<file path="config.mk">
export PLATFORM = sky130hd
export DESIGN_NAME = seq_mult_flat
export DESIGN_NICKNAME = d
export VERILOG_FILES = /design/src/rtl/seq_mult_if.sv /design/src/rtl/seq_mult.sv /design/src/flat_wrapper.sv
export SDC_FILE = /design/constraint.sdc
export NUM_CORES = 1
export LEC_CHECK = 0
export CAP_MARGIN = 5
export CORE_AREA = 2 2 50 52
export DETAILED_ROUTE_END_ITERATION = 12
export DIE_AREA = 0 0 52 54
export GPL_ROUTABILITY_DRIVEN = 1
export PLACE_DENSITY = 0.9
export SETUP_SLACK_MARGIN = 0.05
export SYNTH_ARGS = -nofsm -noshare
export SYNTH_HDL_FRONTEND = slang
export SYNTH_SLANG_ARGS = --single-unit
</file>
<file path="constraint.sdc">
create_clock -name clk -period 4.6 [get_ports clk]
set_input_delay 1.38 -clock clk [delete_from_list [all_inputs] [get_ports clk]]
set_output_delay 1.38 -clock clk [all_outputs]
set_load 0.02 [all_outputs]
</file>
<file path="src/rtl/seq_mult_if.sv">
// Handshake and data bundle for the sequential multiplier.
// The controller side (master) drives start and the operands; the multiplier (slave) returns status and product.
interface seq_mult_if #(
    parameter int W = 4
);
    logic             start;
    logic [W-1:0]     a;
    logic [W-1:0]     b;
    logic             ready;
    logic             done;
    logic [2*W-1:0]   product;

    modport master (
        output start,
        output a,
        output b,
        input  ready,
        input  done,
        input  product
    );

    modport slave (
        input  start,
        input  a,
        input  b,
        output ready,
        output done,
        output product
    );
endinterface

</file>
<file path="src/rtl/seq_mult.sv">
// Unsigned shift-and-add sequential multiplier: W iteration cycles per product.
// ready/done are decoded from the state register; product is a dedicated register.
module seq_mult #(
    parameter int W = 4
) (
    input  logic        clk,
    input  logic        rst_n,
    seq_mult_if.slave   bus
);
    localparam int CW = $clog2(W);

    typedef enum logic [1:0] {
        S_IDLE = 2'd0,
        S_BUSY = 2'd1,
        S_DONE = 2'd2
    } state_t;

    state_t           state_r;
    state_t           state_s;
    logic [CW-1:0]    cnt_r;
    logic [W-1:0]     mcand_r;
    logic [2*W:0]     acc_r;
    logic [2*W:0]     acc_add_s;
    logic [2*W:0]     acc_shift_s;
    logic [2*W-1:0]   product_r;

    // Conditional add into the upper W+1 bits (carry kept), then logical shift right.
    always_comb begin
        acc_add_s = acc_r;
        if (acc_r[0]) begin
            acc_add_s[2*W:W] = acc_r[2*W:W] + {1'b0, mcand_r};
        end else begin
            acc_add_s[2*W:W] = acc_r[2*W:W];
        end
        acc_shift_s = acc_add_s >> 1;
    end

    // Next-state decode; the unused encoding falls back to IDLE.
    always_comb begin
        state_s = state_r;
        case (state_r)
            S_IDLE: begin
                if (bus.start) begin
                    state_s = S_BUSY;
                end else begin
                    state_s = S_IDLE;
                end
            end
            S_BUSY: begin
                if (cnt_r == {CW{1'b0}}) begin
                    state_s = S_DONE;
                end else begin
                    state_s = S_BUSY;
                end
            end
            S_DONE:  state_s = S_IDLE;
            default: state_s = S_IDLE;
        endcase
    end

    // State register.
    always_ff @(posedge clk or negedge rst_n) begin
        if (!rst_n) begin
            state_r <= S_IDLE;
        end else begin
            state_r <= state_s;
        end
    end

    // Operand capture, iteration datapath and product register.
    always_ff @(posedge clk or negedge rst_n) begin
        if (!rst_n) begin
            mcand_r   <= {W{1'b0}};
            acc_r     <= {(2*W+1){1'b0}};
            cnt_r     <= {CW{1'b0}};
            product_r <= {(2*W){1'b0}};
        end else begin
            case (state_r)
                S_IDLE: begin
                    if (bus.start) begin
                        mcand_r <= bus.a;
                        acc_r   <= {{(W+1){1'b0}}, bus.b};
                        cnt_r   <= CW'(W - 1);
                    end
                end
                S_BUSY: begin
                    acc_r <= acc_shift_s;
                    if (cnt_r == {CW{1'b0}}) begin
                        product_r <= acc_shift_s[2*W-1:0];
                    end else begin
                        cnt_r <= cnt_r - {{(CW-1){1'b0}}, 1'b1};
                    end
                end
                default: begin
                    acc_r <= acc_r;
                end
            endcase
        end
    end

    assign bus.ready   = (state_r == S_IDLE);
    assign bus.done    = (state_r == S_DONE);
    assign bus.product = product_r;

endmodule

</file>
<file path="src/flat_wrapper.sv">
// flat-port wrapper written by rule: the top's interface ports become plain ports
module seq_mult_flat 
#(
    parameter int W = 4
)
  (clk, rst_n, bus_start, bus_a, bus_b, bus_ready, bus_done, bus_product);
  seq_mult_if #(.W(W)) bus_i ();
  input  logic clk;
  input  logic rst_n;
  input wire logic [$bits(bus_i.start)-1:0] bus_start;
  input wire logic [$bits(bus_i.a)-1:0] bus_a;
  input wire logic [$bits(bus_i.b)-1:0] bus_b;
  output wire logic [$bits(bus_i.ready)-1:0] bus_ready;
  output wire logic [$bits(bus_i.done)-1:0] bus_done;
  output wire logic [$bits(bus_i.product)-1:0] bus_product;
  assign bus_i.start = bus_start;
  assign bus_i.a = bus_a;
  assign bus_i.b = bus_b;
  assign bus_ready = bus_i.ready;
  assign bus_done = bus_i.done;
  assign bus_product = bus_i.product;
  seq_mult #(.W(W)) u_core (.clk(clk), .rst_n(rst_n), .bus(bus_i));
endmodule
</file>
Yosys cells after proc, flatten, opt, wreduce, memory -nomap -nowiden

Index checks and enable logic that the tools add are counted.

$add $sub $neg: 2
Mux-type cells: 9
Reduce and logical (&&, ||, !) cells: 7
Eq/ne operators: 4

Operators by type and width:

| operator            | count |
|---|---|
| $pmux 9 s2          | 1 |
| $mux 9              | 1 |
| $pmux 2 s2          | 2 |
| $mux 2              | 3 |
| $reduce_and 2->1    | 3 |
| $add 5x4->5         | 1 |
| $mux 5              | 1 |
| $logic_not 2->1     | 2 |
| $ne 2x2->1 const B  | 2 |
| $reduce_and 3->1    | 1 |
| $eq 2x1->1 const B  | 1 |
| $eq 2x2->1 const B  | 1 |
| $reduce_bool 2->1   | 1 |
| $sub 2x1->2 const B | 1 |
| $mux 1              | 1 |

Register bits after elaboration: 25
Output and inout bits: 10
Input port bits: 11
Logic and storage cells: 27

Logic depth before layout (Yosys ltp)

Depth after elaboration: 3
Gate-level depth with buffers: 7
Depth with buffers taken out: 7

Worst setup path after synthesis

Ideal clock, no wire load.

Kind: register -> output
Start point: reg u_core.state_r[0]
End point: out bus_done
Setup slack: 2.352 ns
Data required time: 3.220 ns
Stages on the path, launching flop included: 3
Data arrival time: 0.868 ns
Buffers on the path: 1
Cell sequence: dfrtp_1 -> buf_2 -> nor2b_1

Longest elaborated chain between the ends: 1

Ends and longest elaborated chain:

| item                   | line               | RTL |
|---|---|---|
| from (decl)            | seq_mult.sv:18     | `state_t state_r;` |
| from (signal assigned) | seq_mult.sv:66     | `state_r <= state_s;` |
| $eq 2x2->1             | seq_mult.sv:102    | `assign bus.done = (state_r == S_DONE);` |
| to (decl)              | flat_wrapper.sv:14 | `output wire logic [$bits(bus_i.done)-1:0] bus_done;` |

Every way passes these cells.

Worst setup path after layout

Start point: reg u_core.state_r[0]
End point: out bus_ready

Longest elaborated chain between the ends: 1

Ends and longest elaborated chain:

| item            | line               | RTL |
|---|---|---|
| $logic_not 2->1 | seq_mult.sv:101    | `assign bus.ready = (state_r == S_IDLE);` |
| to (decl)       | flat_wrapper.sv:13 | `output wire logic [$bits(bus_i.ready)-1:0] bus_ready;` |

Every way passes these cells.

==> summary by stage <==
Synth
After synthesis, flip-flops and latches occupy between 50% and 60% of the total area. Synthesis produced 110 cells. During synthesis, Yosys emitted a total of 0 warnings. The most used flip-flop cell after synthesis is dfrtp_1. The mapped netlist covers ~0.0012 sq mm. The unique cell type count in the Yosys netlist is 35.

In this run the biggest area consumer among cell types represents 50.37% of the synthesized area. The average instance area after synthesis is 10.84 sq um. The share of flip-flops with an asynchronous set or reset after synthesis is between 90% and 100%. The synthesized netlist net count is between 100 and 150. The number of flops mapped to enable cells by yosys is 0. Ranked by total cell area, the synthesized netlist is headed by dfrtp_1 50%, mux2_2 5.7%, ha_1 5.2%. The register bit total from synthesis is 24. The cell type contributing the most total cell area after synthesis is dfrtp_1.

Placed design
At the end of routability-driven placement, the weighted congestion stood at ~0.85. The count of buffers added on input and output ports is 20. The HPWL after detailed placement is between 1500 and 2000 um.

Clocking
For the worst-skew pair, the clock arrives at the later sink with an insertion delay of 320 ps. The root cell of the clock tree is clkbuf_4. The number of H-tree levels is 1. In this run, post-CTS repair resized a total of 0 instances. The clock net in this run drives a total of 24 sinks. TritonCTS built the clock tree.

After clock tree synthesis, the flow added hold-fix buffers numbering 0. The number of CTS-inserted buffers is 3. Clock-pin slew was measured on the worst setup and hold paths at approximately 130 ps. Counting along the longest clock path gives a buffer depth of 2. Once the clock tree was built, the setup fixing pass inserted 0 buffers.

Power
Combinational cells account for between 40% and 50% of the total power. The worst-case IR drop observed on VDD is roughly 0.44 mV. The total leakage power is about 0.65 nW. In this run switching power makes up about two fifths of total power. The switching power summed over all nets is between 0.3 and 0.4 mW.

The clock network fraction of total power is approximately 12%. Power comes to roughly 0.94 mW. The share of total power in sequential cells is 39.9%. In this run the power density over the cells is about 650 mW/mm^2. The total internal power is roughly 0.58 mW.

Die
The region available for standard cell placement spans approximately 0.0023 sq mm. The horizontal die dimension is between 50 and 60 um. From bottom edge to top edge, the die measures 54 um. The die covers between 0.002 and 0.003 sq mm.

After floorplanning, the core was divided into 18 placement rows. Once the floorplan was initialized, standard cells occupied 51.40% of the core. The number of I/O pins is 21.

Worst hold path
The worst min-delay path class is reg -> reg.

STA
The worst pin sits at a relative slew slack of between 20 and 30%. The time the worst path needs with I/O delays and setup is approximately 3000 ps. Summed over all failing endpoints, the final setup total negative slack is 0 ps. The actual slew at the worst max-slew pin is between 1000 and 1500 ps.

The final clock skew is around 10 ps. Setup violations remaining at the end of the flow were counted as 0. The top achievable clock speed is ~330 MHz. The final hold violation count was 0. The final max-slew violation count was 0. Setup repair after global routing left no endpoint under its margin.

The final worst-path cycle share is between 60% and 70%.

Worst setup path
The setup path with the least slack is of type reg -> out. On the critical path, the stage with the largest delay is an instance of clkdlybuf4s50_1. The number of buffers and inverters on the critical path is 1. At the worst endpoint, the required time is between 3000 and 4000 ps. The critical path goes through nor2_1 -> clkdlybuf4s50_1. The largest incremental delay on the critical path is a little over 600 ps. Of all nets on the critical path, the largest fanout is 14. Grouping stages by cell kind, the critical path spends the most delay in buffers and inverters.

The startpoint type of the worst setup path is a flip-flop. At the worst endpoint, the arrival time is about 1600 ps. STA classifies the critical path endpoint as an output port.

Global routing
The pin count of the biggest net entering global routing is 25. The number of antenna violations at the first check in global routing came to 0. The first global-routing pass estimated about 3600 um of wire. The via count of the first global-routing pass is 834. The overflow left after global routing is 0. The total track usage is 17.87%.

Detailed routing
After detailed routing, the average wire length per cell comes to approximately 15 um. Using the TritonRoute via totals, the vias-per-cell ratio works out to about 5.6. The antenna violation net count after detailed routing is 0. The final layout contains routed wiring with a total length of between 2000 and 2500 um. The starting DRC count in detailed routing is 18. The number of remaining DRC errors is 0. The vias after detailed routing is around 900.

The first detailed-routing pass ran for 6 iterations.

Final layout
Relative to the synthesized area, the layout overhead comes to 20.88%. The repair_antennas step left the layout with diodes totalling 0. Cells with a size suffix above 1 make up a little under an eighth of the layout.

The number of fill cells in the layout is around 200. Across the whole layout, storage elements account for ~600 sq um. The final layout contains 148 nets. In the final layout, the multi-input gates occupy ~540 sq um.

Flow run
The number of max-cap violations is 0.

Status
The run finished with clean final reports.
## cell type report
cell class	instances	share of cell area, %
clock buffer	4	2.517
tap	30	2.604
multi-input combinational	75	37.50
inverter	7	1.823
sequential	24	41.67
timing repair buffer	20	13.89
## layer usage
layer	track usage, %	routed length (um)	up-vias
met5	0	0	-
met2	33.12	1258	37
met3	5.278	127	4
li1	-	-	428
met4	2.632	8	0
met1	20.78	958	429
## placed cells by master (no fill, tap or decap), types with 2 or more instances in the layout
cell type,synthesis,final
nand2_1,6,6
clkbuf_4,0,3
o22ai_1,2,2
clkdlybuf4s50_1,0,20
inv_1,6,6
nor2_1,4,4
a21oi_1,9,9
ha_1,5,5
dfrtp_1,24,24
nor2b_1,6,6
and2b_1,2,2
mux2_2,6,6
o21ai_0,10,10
mux2_4,2,2
nand2b_1,2,2
a22oi_1,4,4
## stage by stage
step	hold slack, ps	cells	instance area, sq um	utilization, %	worst slack [ps]
floorplan	477.1	110	1192	-	2352
global placement	462.8	156	1405	60.57	1771
detailed placement	473.8	156	1405	60.57	1723
CTS	504.1	160	1441	62.14	1587
global route	542.0	160	1441	62.14	1499
finish	497.8	160	1441	62.14	1594
## power groups by stage
| stage | clock network [mW] | registers (mW) | logic, mW |
|---|---|---|---|
| finish | 0.110 | 0.376 | 0.458 |
| global route | 0.121 | 0.389 | 0.499 |
| CTS | 0.112 | 0.376 | 0.461 |
| detailed placement | 0 | 0.381 | 0.456 |
| global placement | 0 | 0.374 | 0.431 |
| floorplan | 0 | 0.387 | 0.299 |
## logic make-up after synthesis
group	count (synthesis)	share of synthesized area (%)
adder cells (fa/ha/maj)	6	6.926
buffers and inverters	11	4.301
AND/OR/NAND/NOR	28	13.01
flip-flops	24	50.37
AO/OA/AOI/OAI	32	16.37
multiplexers	9	9.024
## registers in the layout (all words and copies together) (netlist names)
signal,cells
u_core.cnt_r,2
u_core.acc_r,8
u_core.state_r,2
u_core.bus.product,8
u_core.mcand_r,4
## worst min-delay path: stages (launching register included)
cell and delay (ps):
dfrtp_1 360, nand2_1 50, o21ai_0 60
## synth_stat cells, types with 2 or more instances
library cell	n
dfrtp_1	24
mux2_2	6
a22oi_1	4
nor2_1	4
a21oi_1	9
mux2_4	2
and2b_1	2
nand2_1	6
inv_1	6
nor2b_1	6
nand2b_1	2
o21ai_0	10
o22ai_1	2
buf_2	2
ha_1	5
## final timing paths
kind                       slack (ps)                    end                   from  cells after the start
setup reg to reg                 2900        u_core.acc_r[7]        u_core.acc_r[4]                      7
max in group asynchronous        2330      u_core.mcand_r[3]                  rst_n                      1
hold / removal                    500  u_core.bus.product[5]  u_core.bus.product[5]                      2
hold reg to reg                   500  u_core.bus.product[5]  u_core.bus.product[5]                      2
setup / recovery                 1590              bus_ready      u_core.state_r[0]                      2
min in group asynchronous        1620  u_core.bus.product[4]                  rst_n                      1
No activity file was read; power rests on OpenSTA's default activity.
